<file path="config.mk">
export PLATFORM = sky130hd
export DESIGN_NAME = fifo_sync_param_flat
export DESIGN_NICKNAME = d
export VERILOG_FILES = /design/src/rtl/fifo_sync_param_pkg.sv /design/src/rtl/fifo_sync_param_if.sv /design/src/rtl/fifo_sync_param_mem.sv /design/src/rtl/fifo_sync_param.sv /design/src/flat_wrapper.sv
export SDC_FILE = /design/constraint.sdc
export NUM_CORES = 1
export LEC_CHECK = 0
export BUFFER_PORTS_ARGS = -buffer_cell sky130_fd_sc_hd__buf_2
export CORE_MARGIN = 4
export CORE_UTILIZATION = 56
export DETAILED_ROUTE_END_ITERATION = 16
export GPL_ROUTABILITY_DRIVEN = 0
export PLACE_DENSITY = 0.77
export SKIP_LAST_GASP = 1
export SYNTH_ARGS = -nofsm -noshare
export SYNTH_HDL_FRONTEND = slang
export SYNTH_SLANG_ARGS = --single-unit
</file>
<file path="constraint.sdc">
create_clock -name clock -period 3.6 [get_ports clock]
set_input_delay 0.36 -clock clock [delete_from_list [all_inputs] [get_ports clock]]
set_output_delay 0.36 -clock clock [all_outputs]
set_load 0.02 [all_outputs]
</file>
<file path="src/rtl/fifo_sync_param_pkg.sv">
// Shared widths, parameter legality and read-mode encoding for the parametrised sync FIFO.
package fifo_pkg;

    typedef enum logic [0:0] {
        STD  = 1'b0,
        FWFT = 1'b1
    } read_mode_e;

    localparam int MIN_DEPTH  = 2;
    localparam int MIN_AF_THR = 1;

    function automatic int calc_ptr_w(input int d);
        return $clog2(d) + 1;
    endfunction

    function automatic int calc_cnt_w(input int d);
        return $clog2(d) + 1;
    endfunction

    // Power-of-two depth keeps the wrap bit trick valid for full/empty and count.
    function automatic bit params_legal(input int d, input int af_thr, input int ae_thr);
        return (d >= MIN_DEPTH) && ((d & (d - 1)) == 0) &&
               (af_thr >= MIN_AF_THR) && (af_thr <= d) &&
               (ae_thr >= 0) && (ae_thr <= d - 1);
    endfunction

endpackage

</file>
<file path="src/rtl/fifo_sync_param_if.sv">
// Handshake/data bundle between a FIFO user (master) and the FIFO itself (slave).
interface fifo_if
    import fifo_pkg::*;
#(
    parameter int data_size = 8,
    parameter int depth     = 16
);
    logic [data_size-1:0]          data_in;
    logic                          write_en;
    logic                          read_en;
    logic [data_size-1:0]          data_out;
    logic                          fifo_full;
    logic                          fifo_empty;
    logic                          almost_full;
    logic                          almost_empty;
    logic [calc_cnt_w(depth)-1:0]  count;
    logic                          overflow;
    logic                          underflow;

    modport master (
        output data_in, write_en, read_en,
        input  data_out, fifo_full, fifo_empty, almost_full, almost_empty,
               count, overflow, underflow
    );

    modport slave (
        input  data_in, write_en, read_en,
        output data_out, fifo_full, fifo_empty, almost_full, almost_empty,
               count, overflow, underflow
    );
endinterface

</file>
<file path="src/rtl/fifo_sync_param_mem.sv">
// Simple dual-port storage: synchronous write, asynchronous read, contents never reset.
module fifo_mem #(
    parameter int data_size = 8,
    parameter int depth     = 16
) (
    input  logic                         clock,
    input  logic                         we_i,
    input  logic [$clog2(depth)-1:0]     waddr_i,
    input  logic [data_size-1:0]         wdata_i,
    input  logic [$clog2(depth)-1:0]     raddr_i,
    output logic [data_size-1:0]         rdata_o
);
    logic [data_size-1:0] mem_q [depth];

    // Storage write port.
    always_ff @(posedge clock) begin
        if (we_i) begin
            mem_q[waddr_i] <= wdata_i;
        end
    end

    assign rdata_o = mem_q[raddr_i];
endmodule

</file>
<file path="src/rtl/fifo_sync_param.sv">
// Parametrised single-clock FIFO with thresholds, occupancy, overflow/underflow pulses
// and selectable standard or first-word-fall-through read.
module fifo_sync_param
    import fifo_pkg::*;
#(
    parameter int data_size        = 8,
    parameter int depth            = 16,
    parameter int almost_full_thr  = depth - 2,
    parameter int almost_empty_thr = 2,
    parameter int fwft             = 0
) (
    input  logic   clock,
    input  logic   reset,
    fifo_if.slave  bus
);
    localparam int ptr_w = calc_ptr_w(depth);
    localparam int aw    = ptr_w - 1;
    localparam int cnt_w = calc_cnt_w(depth);

    if (!params_legal(depth, almost_full_thr, almost_empty_thr)) begin : g_bad_params
        $error("fifo_sync_param: illegal depth or threshold parameters");
    end

    logic [ptr_w-1:0]     wr_ptr_q, wr_ptr_d, rd_ptr_q, rd_ptr_d;
    logic [cnt_w-1:0]     count_s;
    logic                 fifo_empty_s, fifo_full_s;
    logic                 rd_ok_s, wr_ok_s;
    logic                 overflow_q, overflow_d, underflow_q, underflow_d;
    logic [data_size-1:0] mem_rdata_s;

    // Occupancy is the wrap-aware pointer distance; all flags decode from it.
    always_comb begin
        count_s      = cnt_w'(wr_ptr_q - rd_ptr_q);
        fifo_empty_s = (count_s == cnt_w'(0));
        fifo_full_s  = (count_s == cnt_w'(depth));
        rd_ok_s      = bus.read_en & ~fifo_empty_s;
        wr_ok_s      = bus.write_en & (~fifo_full_s | rd_ok_s);
    end

    // Next-state for pointers and the event pulses.
    always_comb begin
        wr_ptr_d    = wr_ptr_q;
        rd_ptr_d    = rd_ptr_q;
        if (wr_ok_s) begin
            wr_ptr_d = wr_ptr_q + ptr_w'(1);
        end else begin
            wr_ptr_d = wr_ptr_q;
        end
        if (rd_ok_s) begin
            rd_ptr_d = rd_ptr_q + ptr_w'(1);
        end else begin
            rd_ptr_d = rd_ptr_q;
        end
        overflow_d  = bus.write_en & ~wr_ok_s;
        underflow_d = bus.read_en & fifo_empty_s;
    end

    // Pointer and pulse registers.
    always_ff @(posedge clock or negedge reset) begin
        if (!reset) begin
            wr_ptr_q    <= '0;
            rd_ptr_q    <= '0;
            overflow_q  <= 1'b0;
            underflow_q <= 1'b0;
        end else begin
            wr_ptr_q    <= wr_ptr_d;
            rd_ptr_q    <= rd_ptr_d;
            overflow_q  <= overflow_d;
            underflow_q <= underflow_d;
        end
    end

    fifo_mem #(
        .data_size (data_size),
        .depth     (depth)
    ) u_mem (
        .clock   (clock),
        .we_i    (wr_ok_s),
        .waddr_i (wr_ptr_q[aw-1:0]),
        .wdata_i (bus.data_in),
        .raddr_i (rd_ptr_q[aw-1:0]),
        .rdata_o (mem_rdata_s)
    );

    if (fwft == int'(FWFT)) begin : g_fwft
        logic [data_size-1:0] data_out_s;

        // Head word is presented directly; zero while empty.
        always_comb begin
            if (fifo_empty_s) begin
                data_out_s = '0;
            end else begin
                data_out_s = mem_rdata_s;
            end
        end

        assign bus.data_out = data_out_s;
    end else begin : g_std
        logic [data_size-1:0] dout_q, dout_d;

        // Head is captured only on an accepted pop; at full with a write the old head is read.
        always_comb begin
            if (rd_ok_s) begin
                dout_d = mem_rdata_s;
            end else begin
                dout_d = dout_q;
            end
        end

        // Standard-mode output register.
        always_ff @(posedge clock or negedge reset) begin
            if (!reset) begin
                dout_q <= '0;
            end else begin
                dout_q <= dout_d;
            end
        end

        assign bus.data_out = dout_q;
    end

    assign bus.count        = count_s;
    assign bus.fifo_empty   = fifo_empty_s;
    assign bus.fifo_full    = fifo_full_s;
    assign bus.almost_full  = (count_s >= cnt_w'(almost_full_thr));
    assign bus.almost_empty = (count_s <= cnt_w'(almost_empty_thr));
    assign bus.overflow     = overflow_q;
    assign bus.underflow    = underflow_q;
endmodule

</file>
<file path="src/flat_wrapper.sv">
// flat-port wrapper written by rule: the top's interface ports become plain ports
module fifo_sync_param_flat import fifo_pkg::*;
#(
    parameter int data_size        = 8,
    parameter int depth            = 16,
    parameter int almost_full_thr  = depth - 2,
    parameter int almost_empty_thr = 2,
    parameter int fwft             = 0
)
  (clock, reset, bus_data_in, bus_write_en, bus_read_en, bus_data_out, bus_fifo_full, bus_fifo_empty, bus_almost_full, bus_almost_empty, bus_count, bus_overflow, bus_underflow);
  fifo_if #(.data_size(data_size), .depth(depth)) bus_i ();
  input  logic clock;
  input  logic reset;
  input wire logic [$bits(bus_i.data_in)-1:0] bus_data_in;
  input wire logic [$bits(bus_i.write_en)-1:0] bus_write_en;
  input wire logic [$bits(bus_i.read_en)-1:0] bus_read_en;
  output wire logic [$bits(bus_i.data_out)-1:0] bus_data_out;
  output wire logic [$bits(bus_i.fifo_full)-1:0] bus_fifo_full;
  output wire logic [$bits(bus_i.fifo_empty)-1:0] bus_fifo_empty;
  output wire logic [$bits(bus_i.almost_full)-1:0] bus_almost_full;
  output wire logic [$bits(bus_i.almost_empty)-1:0] bus_almost_empty;
  output wire logic [$bits(bus_i.count)-1:0] bus_count;
  output wire logic [$bits(bus_i.overflow)-1:0] bus_overflow;
  output wire logic [$bits(bus_i.underflow)-1:0] bus_underflow;
  assign bus_i.data_in = bus_data_in;
  assign bus_i.write_en = bus_write_en;
  assign bus_i.read_en = bus_read_en;
  assign bus_data_out = bus_i.data_out;
  assign bus_fifo_full = bus_i.fifo_full;
  assign bus_fifo_empty = bus_i.fifo_empty;
  assign bus_almost_full = bus_i.almost_full;
  assign bus_almost_empty = bus_i.almost_empty;
  assign bus_count = bus_i.count;
  assign bus_overflow = bus_i.overflow;
  assign bus_underflow = bus_i.underflow;
  fifo_sync_param #(.data_size(data_size), .depth(depth), .almost_full_thr(almost_full_thr), .almost_empty_thr(almost_empty_thr), .fwft(fwft)) u_core (.clock(clock), .reset(reset), .bus(bus_i));
endmodule
</file>
==> run metrics <==
ys async rst share=13.5%; critical-path maximum fanout=8; fmax=0.297 GHz; HPWL after DPL=7580 um; vias per cell=6.05; total iterations of the first detailed-routing run=5; RSZ-0062 raised after global routing=no; syn nets=340; Leak=0.00243 uW; fin area=6930 um2; insertion delay to the later sink of the worst-skew pair=530 ps; Final setup viols=0; CP delay by family, top=adder cells; TritonCTS clock tree=built; Final Max Slew Viols=0; pin count of the biggest net entering global routing=36; Slew @ Worst Pin=971 ps; CTS H-tree lvls=4; Final Hold Viols=0; final clock skew=7.02 ps; Worst setup SP type=register; WP data arrival=3000 ps; clk buf depth=2; commonest register cell after synthesis=edfxtp_1; clock sinks=148; DRC Markers=0; status=complete, no violations; first-pass GRT wire length=19,400 um; root buffer cell=clkbuf_8; row count=37; Detail Route Antenna Nets=0; gr usage total=21.4%; Buf/Inv on CP=3; syn_area_per_cell=18.8 um2; Core Area=10,400 um2; area growth from synthesis to layout=16.1%; n_diodes=0; Clock transition at path regs=60 ps; Yosys cell types=36; Worst Hold Launch=bus_write_en; Die X=111 um; multi-input logic area=1540 um2; setup tns final=0 ps; initial antenna violation count=0; reg-to-reg startpoint=u_core.wr_ptr_q[0]$_DFFE_PN0P_; Yosys Warn Count=0; Initial Util=57.6%; synthesized area=5970 um2; top cells by area, synth=edfxtp_1 (64%), mux4_2 (12%), dfrtp_1 (8.4%), ha_1 (1.9%), mux2_2 (1.9%); Final nets=398; Die Height=111 um; critical-path cell list=inv_1, ha_1, fa_1, nand2b_1, a21oi_1, xor2_2, inv_2, a2111oi_1, buf_2; #FFs+latches synth=148; worst path required time=3240 ps; cell count after synthesis=318; Max stage delay on crit path=410 ps; share of layout cells above drive strength 1=32.6%; vias=3,175; minimum clock period=3360 ps; CP Launch Point=u_core.wr_ptr_q[0]$_DFFE_PN0P_; DR iter-0 viols=266; max_cap viols=0; Worst slew margin=34.7%; grt ovf=0; PwrDens=916 nW/um2; CP Capture Type=primary output; # fillers=689; sequential area share after synthesis=72.8%; PortBufs=30; vias in the first global route=3,346; share of the synthesized area in the top cell type=64.4%; peak supply drop=1.11 mV; FF/Latch Area=4350 um2; slowest CP cell=dfrtp_1; TritonCTS Buffers=17; crit path kind=register to primary output; final wirelength=12,300 um; total die area=12,400 um2; Post-synth EDFFs=128; cell taking the most area after synthesis=edfxtp_1; crit share post-route=93.4%; placed inst area=6380 um2; Wirelength per Cell=23.4 um; worst hold path class=primary input to register; Boundary Pins=31
[synthesized netlist by cell type (2+ instances only)]
master / n
nand3_1: 5
o21ai_0: 2
xnor2_1: 9
mux4_2: 32
a21oi_1: 2
xor2_1: 2
nand2_1: 10
nor3_1: 4
clkbuf_1: 8
and3_1: 2
o31ai_1: 3
o22ai_1: 16
dfrtp_1: 20
edfxtp_1: 128
mux2_2: 10
ha_1: 9
inv_1: 9
nor2_1: 25
o311ai_0: 2
buf_2: 4
[layout make-up]
| cell class | instances | area share, % |
|---|---|---|
| timing repair buffer | 51 | 4.48 |
| clock inverter | 12 | 1.32 |
| tap | 136 | 2.45 |
| sequential | 148 | 62.7 |
| clock buffer | 20 | 6.28 |
| multi-input combinational | 148 | 22.3 |
| inverter | 10 | 0.541 |
[path summary, 6_finish.rpt]
check,end,slack (ps),cells after the start
setup / recovery,bus_almost_empty,240,9
hold / removal,u_core.bus.overflow$_DFF_PN0_,210,2
setup reg to reg,u_core.u_mem.mem_q[10][3]$_DFFE_PP_,240,9
hold reg to reg,u_core.wr_ptr_q[4]$_DFFE_PN0P_,490,1
max in group asynchronous,u_core.rd_ptr_q[0]$_DFFE_PN0P_,2920,2
min in group asynchronous,u_core.rd_ptr_q[4]$_DFFE_PN0P_,320,2
[placed cells by master, fill, tap and decap left out, types with 2 or more instances in the layout]
cell type   count
a21oi_1         2
and3_1          2
buf_2          30
buf_4          20
clkbuf_1        2
clkbuf_16      16
clkbuf_8        2
clkinv_2        7
clkinvlp_4      3
dfrtp_1        19
edfxtp_1      128
ha_1            9
inv_1           9
mux2_2         10
mux4_2         32
nand2_1        10
nand3_1         5
nor2_1         25
nor3_1          4
o21ai_0         2
o22ai_1        16
o311ai_0        2
o31ai_1         3
xnor2_1         9
xor2_1          2
[where the power goes]
part	internal [uW]	switching, uW
Clock	920	636
Combinational	1000	1520
Sequential	2140	141
Total	4060	2290
[what timing repair did]
| action | in CTS | in global routing |
|---|---|---|
| resized for setup | 0 | 2 |
| setup endpoints to repair | 1 | 2 |
| pin swaps | 0 | 0 |
| hold buffers | 1 | 0 |
| endpoints found under the hold margin | 20 | 0 |
| setup buffers | 1 | 0 |
[state kept, by name, summed over array words and instances, names as in the netlist]
register              flops
u_core.rd_ptr_q           5
u_core.u_mem.mem_q      128
u_core.wr_ptr_q           5
u_core.bus.underflow      1
u_core.bus.data_out       8
u_core.bus.overflow       1
[routing by layer]
| layer | GRT usage [%] | vias up | wire length (um) |
|---|---|---|---|
| li1 | - | 1390 | - |
| met1 | 27.7 | 1619 | 4810 |
| met2 | 33.8 | 150 | 6340 |
| met3 | 6.77 | 16 | 948 |
| met4 | 9.41 | 0 | 189 |
| met5 | 0 | - | 0 |
[stage by stage]
| step | instances | utilization, % | total power (uW) | hold slack (ps) | setup slack, ps |
|---|---|---|---|---|---|
| after floorplan | 318 | - | 4020 | 64.4 | 77.1 |
| after global placement | 491 | 61.6 | 4680 | 340 | 446 |
| after detailed placement | 491 | 61.6 | 4740 | 349 | 321 |
| after CTS | 525 | 66.8 | 6350 | 163 | 189 |
| after global routing | 525 | 66.9 | 6680 | 191 | 52.1 |
| final | 525 | 66.9 | 6350 | 211 | 237 |
[logic make-up (layout without fill, tap and decap cells)]
| group | count (synthesis) | count (layout) | synth area share, % |
|---|---|---|---|
| DFF | 148 | 148 | 72.8 |
| and+or+nand+nor | 53 | 53 | 4.00 |
| adders and majority gates | 10 | 10 | 2.22 |
| xor gates and xnor gates | 12 | 12 | 1.89 |
| buffers and inverters | 22 | 93 | 1.47 |
| AOI/OAI and AO/OA | 30 | 30 | 3.52 |
| muxes | 43 | 43 | 14.1 |
Power figures use the tool's default switching activity.
